`config.mk`:
```
export PLATFORM = sky130hd
export DESIGN_NAME = lemming_world_flat
export DESIGN_NICKNAME = d
export VERILOG_FILES = /design/src/rtl/lemming_if.sv /design/src/rtl/lemming_world.sv /design/src/flat_wrapper.sv
export SDC_FILE = /design/constraint.sdc
export NUM_CORES = 1
export LEC_CHECK = 0
export BUFFER_PORTS_ARGS = -buffer_cell sky130_fd_sc_hd__clkbuf_2
export CAP_MARGIN = 20
export CORE_MARGIN = 3
export CORE_UTILIZATION = 58
export DETAILED_ROUTE_END_ITERATION = 10
export GPL_TIMING_DRIVEN = 0
export PLACE_DENSITY = 0.76
export SYNTH_ARGS = -nofsm -noshare
export SYNTH_HDL_FRONTEND = slang
export SYNTH_SLANG_ARGS = --single-unit
export TNS_END_PERCENT = 20
```
`constraint.sdc`:
```
create_clock -name clk -period 2.9 [get_ports clk]
set_input_delay 0.58 -clock clk [delete_from_list [all_inputs] [get_ports clk]]
set_output_delay 0.58 -clock clk [all_outputs]
set_load 0.01 [all_outputs]
```
`src/rtl/lemming_if.sv`:
```
// Walker-FSM <-> world signal bundle: status in, terrain stimulus and coordinates out.
// The world drives the slave side; the walker (or a bench) drives the master side.
interface lemming_if;
  logic       walk_left;
  logic       walk_right;
  logic       aaah;
  logic       digging;
  logic       dig_req;
  logic       ground;
  logic       bump_left;
  logic       bump_right;
  logic       dig;
  logic [3:0] pos;
  logic [4:0] depth;
  logic       splat;
  logic       illegal;

  modport master (
    output walk_left, walk_right, aaah, digging, dig_req,
    input  ground, bump_left, bump_right, dig, pos, depth, splat, illegal
  );

  modport slave (
    input  walk_left, walk_right, aaah, digging, dig_req,
    output ground, bump_left, bump_right, dig, pos, depth, splat, illegal
  );
endinterface

```
`src/rtl/lemming_world.sv`:
```
// Terrain model for a single lemming: a row of diggable columns above a bedrock
// tunnel, tracking position, depth, fall length and sticky splat/illegal flags.
module lemming_world #(
  parameter int          TRACK_LEN   = 16,
  parameter int          START_POS   = 8,
  parameter logic [15:0] HOLE_INIT   = 16'h0000,
  parameter int          FLOOR_DEPTH = 12,
  parameter int          DIG_CYCLES  = 3,
  parameter int          SPLAT_LEN   = 20
) (
  input  logic clk,
  input  logic areset_n,
  lemming_if.slave lw
);

  localparam logic [3:0] LP_START    = 4'(START_POS);
  localparam logic [3:0] LP_LAST     = 4'(TRACK_LEN - 1);
  localparam logic [3:0] LP_DIG_LAST = 4'(DIG_CYCLES - 1);
  localparam logic [4:0] LP_FLOOR    = 5'(FLOOR_DEPTH);
  // Fall length saturates at 31, so a threshold above that can never be reached.
  localparam int         LP_SPLAT_SAT = (SPLAT_LEN > 31) ? 32 : SPLAT_LEN;
  localparam logic [5:0] LP_SPLAT     = 6'(LP_SPLAT_SAT);

  logic [3:0]  r_pos;
  logic [4:0]  r_depth;
  logic [15:0] r_open;
  logic [3:0]  r_dig_cnt;
  logic [4:0]  r_fall_len;
  logic        r_dig;
  logic        r_splat;
  logic        r_illegal;

  logic [3:0]  w_pos_next;
  logic        w_at_floor;
  logic        w_ground;
  logic        w_pos_moves;
  logic        w_dig_active;
  logic        w_dig_done;
  logic        w_multi;
  logic        w_after_splat;

  assign w_at_floor  = (r_depth == LP_FLOOR);
  assign w_ground    = w_at_floor | ~r_open[r_pos];
  assign w_pos_moves = (w_pos_next != r_pos);

  always_comb begin
    w_pos_next = r_pos;
    if (w_ground) begin
      if (lw.walk_left && (r_pos != 4'd0))
        w_pos_next = r_pos - 4'd1;
      else if (lw.walk_right && (r_pos != LP_LAST))
        w_pos_next = r_pos + 4'd1;
    end
  end

  // Digging progresses only while standing still above bedrock on a closed column.
  assign w_dig_active = lw.digging && !w_at_floor && !w_pos_moves && !r_open[r_pos];
  assign w_dig_done   = w_dig_active && (r_dig_cnt == LP_DIG_LAST);

  assign w_multi       = ($countones({lw.walk_left, lw.walk_right, lw.aaah, lw.digging}) > 1);
  assign w_after_splat = r_splat && (lw.walk_left || lw.walk_right || lw.digging);

  always_ff @(posedge clk or negedge areset_n) begin
    if (!areset_n) begin
      r_pos <= LP_START;
    end else begin
      r_pos <= w_pos_next;
    end
  end

  always_ff @(posedge clk or negedge areset_n) begin
    if (!areset_n) begin
      r_depth <= 5'd0;
    end else if (lw.aaah && (r_depth < LP_FLOOR)) begin
      r_depth <= r_depth + 5'd1;
    end
  end

  always_ff @(posedge clk or negedge areset_n) begin
    if (!areset_n) begin
      r_dig_cnt <= 4'd0;
    end else if (!lw.digging || w_pos_moves || w_at_floor) begin
      r_dig_cnt <= 4'd0;
    end else if (w_dig_active) begin
      r_dig_cnt <= w_dig_done ? 4'd0 : r_dig_cnt + 4'd1;
    end
  end

  // Each column bit only ever opens; reset restores the initial hole map.
  genvar gi;
  generate
    for (gi = 0; gi < 16; gi++) begin : g_col
      always_ff @(posedge clk or negedge areset_n) begin
        if (!areset_n) begin
          r_open[gi] <= HOLE_INIT[gi];
        end else if (w_dig_done && (r_pos == 4'(gi))) begin
          r_open[gi] <= 1'b1;
        end
      end
    end
  endgenerate

  always_ff @(posedge clk or negedge areset_n) begin
    if (!areset_n) begin
      r_fall_len <= 5'd0;
    end else if (!lw.aaah) begin
      r_fall_len <= 5'd0;
    end else if (!w_ground && (r_fall_len != 5'd31)) begin
      r_fall_len <= r_fall_len + 5'd1;
    end
  end

  always_ff @(posedge clk or negedge areset_n) begin
    if (!areset_n) begin
      r_dig     <= 1'b0;
      r_splat   <= 1'b0;
      r_illegal <= 1'b0;
    end else begin
      r_dig <= lw.dig_req;
      if (lw.aaah && w_ground && ({1'b0, r_fall_len} >= LP_SPLAT))
        r_splat <= 1'b1;
      if (w_multi || w_after_splat)
        r_illegal <= 1'b1;
    end
  end

  assign lw.ground     = w_ground;
  assign lw.bump_left  = lw.walk_left && (r_pos == 4'd0);
  assign lw.bump_right = lw.walk_right && (r_pos == LP_LAST);
  assign lw.dig        = r_dig;
  assign lw.pos        = r_pos;
  assign lw.depth      = r_depth;
  assign lw.splat      = r_splat;
  assign lw.illegal    = r_illegal;

endmodule

```
`src/flat_wrapper.sv`:
```
// flat-port wrapper written by rule: the top's interface ports become plain ports
module lemming_world_flat 
#(
  parameter int          TRACK_LEN   = 16,
  parameter int          START_POS   = 8,
  parameter logic [15:0] HOLE_INIT   = 16'h0000,
  parameter int          FLOOR_DEPTH = 12,
  parameter int          DIG_CYCLES  = 3,
  parameter int          SPLAT_LEN   = 20
)
  (clk, areset_n, lw_walk_left, lw_walk_right, lw_aaah, lw_digging, lw_dig_req, lw_ground, lw_bump_left, lw_bump_right, lw_dig, lw_pos, lw_depth, lw_splat, lw_illegal);
  lemming_if lw_i ();
  input  logic clk;
  input  logic areset_n;
  input wire logic [$bits(lw_i.walk_left)-1:0] lw_walk_left;
  input wire logic [$bits(lw_i.walk_right)-1:0] lw_walk_right;
  input wire logic [$bits(lw_i.aaah)-1:0] lw_aaah;
  input wire logic [$bits(lw_i.digging)-1:0] lw_digging;
  input wire logic [$bits(lw_i.dig_req)-1:0] lw_dig_req;
  output wire logic [$bits(lw_i.ground)-1:0] lw_ground;
  output wire logic [$bits(lw_i.bump_left)-1:0] lw_bump_left;
  output wire logic [$bits(lw_i.bump_right)-1:0] lw_bump_right;
  output wire logic [$bits(lw_i.dig)-1:0] lw_dig;
  output wire logic [$bits(lw_i.pos)-1:0] lw_pos;
  output wire logic [$bits(lw_i.depth)-1:0] lw_depth;
  output wire logic [$bits(lw_i.splat)-1:0] lw_splat;
  output wire logic [$bits(lw_i.illegal)-1:0] lw_illegal;
  assign lw_i.walk_left = lw_walk_left;
  assign lw_i.walk_right = lw_walk_right;
  assign lw_i.aaah = lw_aaah;
  assign lw_i.digging = lw_digging;
  assign lw_i.dig_req = lw_dig_req;
  assign lw_ground = lw_i.ground;
  assign lw_bump_left = lw_i.bump_left;
  assign lw_bump_right = lw_i.bump_right;
  assign lw_dig = lw_i.dig;
  assign lw_pos = lw_i.pos;
  assign lw_depth = lw_i.depth;
  assign lw_splat = lw_i.splat;
  assign lw_illegal = lw_i.illegal;
  lemming_world #(.TRACK_LEN(TRACK_LEN), .START_POS(START_POS), .HOLE_INIT(HOLE_INIT), .FLOOR_DEPTH(FLOOR_DEPTH), .DIG_CYCLES(DIG_CYCLES), .SPLAT_LEN(SPLAT_LEN)) u_core (.clk(clk), .areset_n(areset_n), .lw(lw_i));
endmodule
```
; Word level (Yosys, flattened, before mapping)
; Cells that the tools add are included.
[totals]
register_bits = 37
in_bits = 7
wordCells = 110
output_inout_bits = 15
[op_classes]
n_addsub = 8
muxes = 10
order_cmp = 4
n_bitwise = 2
eq_ne = 21
n_reduce_logical = 42
[op_table]
columns = op, n
row1 = 32-bit adder, 1
row2 = "4-bit equality test, second input constant", 8
row3 = "32-bit by 2-bit greater-than comparator with 1-bit output, second input constant", 1
row4 = 1-bit logical AND, 29
row5 = 4-bit 2-to-1 mux, 6
row6 = "4-bit by 3-bit equality test with 1-bit output, second input constant", 4
row7 = "4-bit by 2-bit equality test with 1-bit output, second input constant", 3
row8 = "5-bit by 1-bit adder with 5-bit output, second input constant", 2
row9 = 5-bit 2-to-1 mux, 2
row10 = "4-bit by 1-bit adder with 4-bit output, second input constant", 2
row11 = "5-bit by 4-bit equality test with 1-bit output, second input constant", 1
row12 = "5-bit greater-or-equal comparator, second input constant", 1
row13 = 1-bit logical NOT, 5
row14 = 1-bit logical OR, 5
row15 = "4-bit by 5-bit less-than comparator with 1-bit output, second input constant", 1
row16 = "5-bit by 4-bit less-than comparator with 1-bit output, second input constant", 1
row17 = "5-bit inequality test, second input constant", 1
row18 = 1-bit by 1-bit adder with 2-bit output, 2
row19 = 1-bit binary-select mux with 4-bit select, 1
row20 = "4-bit by 1-bit equality test with 1-bit output, second input constant", 1
row21 = 4-bit logical NOT, 1
row22 = 4-bit inequality test, 1
row23 = "4-bit inequality test, second input constant", 1
row24 = 4-bit nonzero test, 1
row25 = 6 further kinds, 6

; Logic depth before layout (Yosys ltp)
; Gate-level depths: netlist of the first run.
[depth]
word_depth = 13
depth_mapped = 8
ltp_nobuf = 7

; Worst setup path after synthesis of the first run
; Ideal clock, no wire load.
[synth_path]
path_kind = flip-flop to output port
start = reg u_core.r_pos[1], in the netlist u_core.lw.pos[1]
end = out lw_ground
required_ps = 2320
arrival_ps = 2073
path_stages_with_launch = 7
setup_slack_ps = 247
path_buffers = 2
path_cell_list = dfrtp_1 -> buf_6 -> mux4_1 -> mux4_2 -> and2_4 -> buf_6 -> inv_1
[synth_between]
elab_chain_len = 4
[synth_lines]
columns = element, line
row1 = from (decl), lemming_world.sv:24  ; logic [3:0] r_pos;
row2 = from (signal assigned), lemming_world.sv:67  ; r_pos <= w_pos_next;
row3 = 1-bit binary-select mux with 4-bit select, lemming_world.sv:43  ; assign w_ground = w_at_floor | ~r_open[r_pos];
row4 = 1-bit 2-to-1 mux (implied by the code), lemming_world.sv:43
row5 = 1-bit inverter, lemming_world.sv:43
row6 = 1-bit OR, lemming_world.sv:43
row7 = to (decl), flat_wrapper.sv:20  ; output wire logic [$bits(lw_i.ground)-1:0] lw_ground;
; No other way between the ends. The select of a mux whose other input is x is not followed.

; Worst setup path after layout of the first run
; Ends and elaborated chain as after synthesis.

==> results of run 1 <==
## per-layer routing
layer,share of wire,global-route usage,up-vias,wire [um]
li1,-,-,699,-
met1,0.44,0.286,727,1780
met2,0.48,0.360,55,1950
met3,0.060,0.0530,9,241
met4,0.015,0.0725,0,60
met5,0,0,-,0
## worst paths after layout
kind / to / slack [ns] / cells after the start
min in group asynchronous: u_core.lw.pos[1] / 0.34 / 1
max in group asynchronous: u_core.r_open[2] / 2.00 / 1
hold / removal: u_core.lw.dig / 0.33 / 1
hold reg to reg: u_core.r_open[14] / 0.49 / 1
setup / recovery: lw_ground / 0.09 / 6
setup reg to reg: u_core.r_open[11] / 0.34 / 7
## cell families (layout without fill, tap and decap cells)
family / count (synthesis) / after routing / share of synthesized area
DFF: 37 / 37 / 0.458
and+or+nand+nor: 60 / 60 / 0.170
xor gates and xnor gates: 5 / 5 / 0.0216
AOI/OAI and AO/OA: 36 / 36 / 0.128
muxes: 7 / 7 / 0.0735
adders and majority gates: 16 / 16 / 0.103
buffers and inverters: 21 / 55 / 0.0463
## cell usage in the layout, fill, tap and decap left out, types with 2 or more instances in the layout
cell type and n:
mux4_2 5, nor3_1 2, clkbuf_4 5, nand3_1 10, ha_1 15, clkbuf_2 20, clkbuf_1 5, xnor2_1 4
o21ai_0 6, buf_4 6, o21bai_1 16, a21oi_1 2, dfrtp_1 36, nand2b_1 2, nor2b_1 3, nor2_1 9
and2_1 4, nand2_1 17, inv_1 13, nand3b_1 2, buf_6 2
## final cells by class
class / count / area share
timing repair buffer: 27 / 0.0680
multi-input combinational: 124 / 0.430
buffer: 6 / 0.0131
inverter: 14 / 0.0229
clock inverter: 2 / 0.0163
sequential: 37 / 0.403
clock buffer: 6 / 0.0223
tap: 44 / 0.0239
## per-stage QoR
stage	hold WS, ns	total power [mW]	setup slack (ns)	instance area [um2]	std cells
final	0.333	1.67	0.0919	2300	260
after floorplan	0.284	1.07	0.247	2030	182
after detailed placement	0.458	1.26	0.0239	2190	247
after global placement	0.450	1.23	0.0769	2190	247
after CTS	0.328	1.68	0.0169	2280	258
after global routing	0.312	1.79	-0.0155	2300	260
## flip-flops by register name, summed over array words and instances, names as in the netlist
register and count:
u_core.r_open 16, u_core.lw.depth 5, u_core.r_fall_len 5, u_core.lw.pos 4
u_core.r_dig_cnt 4, u_core.lw.dig 1, u_core.lw.illegal 1, u_core.lw.splat 1
## power by group through the flow
stage,Combinational [mW],Clock (mW),Sequential [mW]
floorplan,0.384,0,0.689
global placement,0.548,0,0.681
detailed placement,0.576,0,0.686
CTS,0.612,0.393,0.674
global route,0.686,0.418,0.687
finish,0.613,0.387,0.674
## repair_timing
action | 4_1_cts | 5_1_grt
endpoints found under the setup margin | 1 | 1
buffers inserted | 4 | 2
pin swaps | 1 | 0
gates resized for setup | 4 | 3
==> results.sh, run 1 <==
export IMPL_status="finished clean"
export IMPL_grt_pass1_wl_um=7040
export IMPL_fin_skew_ns=0.0111
export IMPL_ys_seq_elements=37
export IMPL_internal_power_mw=1.06
export IMPL_die_h_um=65.1
export IMPL_synthTopCellsByCount="dfrtp_1, nand2_1, o21bai_1, ha_1, inv_1"
export IMPL_multi_input_area_um2=990
export IMPL_drtPass1Iterations=4
export IMPL_power_density_nw_per_um2=728
export IMPL_critPathCaptureType="primary output"
export IMPL_root_buffer="clkbuf_4"
export IMPL_synth_largest_area_cell="dfrtp_1"
export IMPL_drive_gt1_frac=0.241
export IMPL_rsz0062_at_grt="true"
export IMPL_start_util=0.632
export IMPL_yosys_area_top_type_share=0.445
export IMPL_relSlewSlack=0.395
export IMPL_nNetsFinal=238
export IMPL_min_path_type="input port to flop"
export IMPL_ctsLongestPathBuffers=2
export IMPL_synth_cell_area_um2=2030
export IMPL_arrival_ns=2.23
export IMPL_clk_latency_ns=0.35
export IMPL_wl_um=4030
export IMPL_die_w_um=65.1
export IMPL_vias_per_cell=5.73
export IMPL_critPathKind="flop to primary output"
export IMPL_cts_hold_buf=0
export IMPL_netSwitchingFraction=0.370
export IMPL_vdd_drop_max_mv=0.409
export IMPL_grt_pass1_vias=1487
export IMPL_worst_pin_slew_ns=0.908
export IMPL_p_leak_nw=1.09
export IMPL_synthToLayoutAreaGrowth_pct=13.5
export IMPL_p_comb_frac=0.366
export IMPL_cts_sinks=37
export IMPL_cp_start_kind="flop"
export IMPL_ys_warn_count=0
export IMPL_nFillCells=263
export IMPL_setup_tns_ns=0
export IMPL_coreArea_um2=3200
export IMPL_cp_startpoint="u_core.lw.pos[1]"
export IMPL_hold_violations=0
export IMPL_antenna_cells_inserted=0
export IMPL_crit_buf_inv=3
export IMPL_grtUsageTotal=0.219
export IMPL_cts_tree="built"
export IMPL_gp_congestion=0.857
export IMPL_p_seq_frac=0.403
export IMPL_dp_hpwl_um=2900
export IMPL_synth_nets=205
export IMPL_cpLargestDelayFamily="multiplexers"
export IMPL_cts_max_level=2
export IMPL_drt_iter0_drc=147
export IMPL_crit_path_max_incr_delay_ns=0.51
export IMPL_critPathRequiredTime_ns=2.32
export IMPL_async_flop_share=1.00
export IMPL_io_pins=22
export IMPL_portBuffers=21
export IMPL_seq_area_um2=927
export IMPL_wl_per_cell_um=15.5
export IMPL_fin_util=0.718
export IMPL_setup_violations_final=0
export IMPL_ant_nets=0
export IMPL_r2r_start="u_core.lw.pos[1]"
export IMPL_yosysMostFrequentCell="dfrtp_1"
export IMPL_rows=20
export IMPL_critical_path_slowest_cell="mux4_2"
export IMPL_clkPwrFrac=0.231
export IMPL_synth_area_top_cells="dfrtp_1, ha_1, o21bai_1"
export IMPL_yosysSeqAreaShare=0.458
export IMPL_grt_max_degree=38
export IMPL_avgSynthCellArea_um2=11.1
export IMPL_slew_viol_final=0
export IMPL_grt_antenna_before_repair=0
export IMPL_max_cap_viol_count=0
export IMPL_min_period_ns=2.81
export IMPL_synth_cell_types=47
export IMPL_max_freq_mhz=356
export IMPL_hp_start="lw_dig_req"
export IMPL_finalCritPeriodShare=0.968
export IMPL_die_area_um2=4240
export IMPL_netlist_instances=182
export IMPL_cts_clk_slew_worst_paths_ns=0.12
export IMPL_synth_edf_count=0
export IMPL_drc=0
export IMPL_num_vias=1490
export IMPL_numCtsBuffers=5
export IMPL_crit_path_cell_trace="buf_6, mux4_2, mux4_2, and2_4, inv_2, buf_6"
export IMPL_crit_fanout=7
export IMPL_p_switching_mw=0.619
export IMPL_synthFlopType="dfrtp_1"
export IMPL_grt_overflow_total=0
(Power assumes the default switching activity.)
==> run 2, diff against run 1 <==
- BUFFER_PORTS_ARGS: -buffer_cell sky130_fd_sc_hd__clkbuf_2 -> -buffer_cell sky130_fd_sc_hd__buf_4
==> results.sh, run 2 (synthesis results as in run 1) <==
export IMPL_crit_path_cell_trace="buf_6, mux4_2, mux4_2, and2_4, inv_2, buf_6"
export IMPL_internal_power_mw=1.02
export IMPL_grt_pass1_wl_um=6630
export IMPL_crit_buf_inv=3
export IMPL_cp_startpoint="u_core.lw.pos[1]"
export IMPL_p_seq_frac=0.415
export IMPL_drt_iter0_drc=102
export IMPL_dpl_instance_area_um2=2240
export IMPL_cts_max_level=2
export IMPL_status="finished clean"
export IMPL_reg2regPathDepth=7
export IMPL_fin_area_um2=2330
export IMPL_root_buffer="clkbuf_4"
export IMPL_cts_sinks=37
export IMPL_vias_per_cell=5.62
export IMPL_die_w_um=65.1
export IMPL_relSlewSlack=0.680
export IMPL_grt_max_degree=38
export IMPL_critical_path_slowest_cell="mux4_2"
export IMPL_final_cell_mix="dfrtp_1, buf_4, nand2_1"
export IMPL_ant_nets=0
export IMPL_wl_per_cell_um=14.9
export IMPL_crit_path_max_incr_delay_ns=0.51
export IMPL_worst_pin_slew_ns=0.476
export IMPL_critPathRequiredTime_ns=2.32
export IMPL_portBuffers=21
export IMPL_fin_skew_ns=0.00952
export IMPL_numCtsBuffers=5
export IMPL_wl_um=3870
export IMPL_gp_congestion=0.854
export IMPL_coreArea_um2=3200
export IMPL_r2r_start="u_core.lw.pos[3]"
export IMPL_drtPass1Iterations=4
export IMPL_hold_ws_ns=0.165
export IMPL_largest_reg_flops=16
export IMPL_multi_input_area_um2=990
export IMPL_netSwitchingFraction=0.370
export IMPL_fin_util=0.728
export IMPL_p_comb_frac=0.392
export IMPL_num_vias=1460
export IMPL_start_util=0.632
export IMPL_p_switching_mw=0.601
export IMPL_post_place_cells=247
export IMPL_place_worst_setup_slack_ns=0.0763
export IMPL_drive_gt1_frac=0.241
export IMPL_cp_start_kind="flop"
export IMPL_fin_total_pwr_mw=1.62
export IMPL_critPathCaptureType="primary output"
export IMPL_arrival_ns=2.22
export IMPL_top_register="u_core.r_open"
export IMPL_die_area_um2=4240
export IMPL_setup_tns_ns=0
export IMPL_setup_violations_final=0
export IMPL_slew_viol_final=0
export IMPL_dp_hpwl_um=2780
export IMPL_cpLargestDelayFamily="multiplexers"
export IMPL_finalCritPeriodShare=0.966
export IMPL_crit_fanout=5
export IMPL_min_period_ns=2.80
export IMPL_vdd_drop_max_mv=0.438
export IMPL_rsz0062_at_grt="false"
export IMPL_max_freq_mhz=357
export IMPL_grtUsageTotal=0.207
export IMPL_clkPwrFrac=0.194
export IMPL_cp_num_cells=6
export IMPL_clk_latency_ns=0.35
export IMPL_seq_area_um2=927
export IMPL_ctsLongestPathBuffers=2
export IMPL_min_path_type="input port to async pin"
export IMPL_fin_ws_ns=0.0985
export IMPL_cts_hold_buf=0
export IMPL_final_common_cell="dfrtp_1"
export IMPL_io_pins=22
export IMPL_max_cap_viol_count=0
export IMPL_nFillCells=256
export IMPL_critPathKind="flop to primary output"
export IMPL_rows=20
export IMPL_power_density_nw_per_um2=696
export IMPL_grt_antenna_before_repair=0
export IMPL_cts_clk_slew_worst_paths_ns=0.12
export IMPL_p_leak_nw=1.10
export IMPL_die_h_um=65.1
export IMPL_grt_overflow_total=0
export IMPL_synthToLayoutAreaGrowth_pct=15.1
export IMPL_nNetsFinal=238
export IMPL_cts_tree="built"
export IMPL_hold_violations=0
export IMPL_grt_pass1_vias=1448
export IMPL_antenna_cells_inserted=0
export IMPL_drc=0
export IMPL_fin_cells=260
==> run 2: cell types whose count changed in the layout (fill, tap and decap cells not counted), sizes merged <==
cell,before,now
bufinv,1,0
clkinvlp,1,0
clkinv,0,1
buf,8,28
clkbuf,31,12
==> run 2: metal layers <==
layer / global-route usage / share of wire / wire length, um
met2: 0.315 / 0.46 / 1770
met3: 0.0564 / 0.065 / 250
met4: 0.0881 / 0.018 / 69
met1: 0.281 / 0.46 / 1770
met5: 0 / 0 / 0
==> run 2: cell type report <==
cell class | count | share of cell area
Sequential cell | 37 | 0.398
Buffer | 6 | 0.0129
Multi-Input combinational cell | 124 | 0.425
Inverter | 14 | 0.0225
Clock buffer | 7 | 0.0279
Timing Repair Buffer | 27 | 0.0886
Clock inverter | 1 | 0.00215
Tap cell | 44 | 0.0236
==> run 2: path summary, 6_finish.rpt <==
path,to,slack [ns]
max,lw_ground,0.1
min,u_core.lw.pos[1],0.16
max reg2reg,u_core.lw.pos[3],0.34
min reg2reg,u_core.r_open[13],0.49
max in group asynchronous,u_core.lw.pos[3],2.39
min in group clk,u_core.lw.dig,0.34
==> run 2: what timing repair did <==
item | in CTS | in global routing
setup buffers | 4 | 2
resized for setup | 4 | 2
cloned | 0 | 0
setup endpoints to repair | 1 | 1
==> run 2: power by group through the flow <==
stage | clock network, mW | registers (mW) | logic [mW]
6_report | 0.315 | 0.673 | 0.636
3_5_place_dp | 0 | 0.686 | 0.600
2_1_floorplan | 0 | 0.689 | 0.384
3_3_place_gp | 0 | 0.682 | 0.583
4_1_cts | 0.326 | 0.675 | 0.634
5_1_grt | 0.354 | 0.685 | 0.706
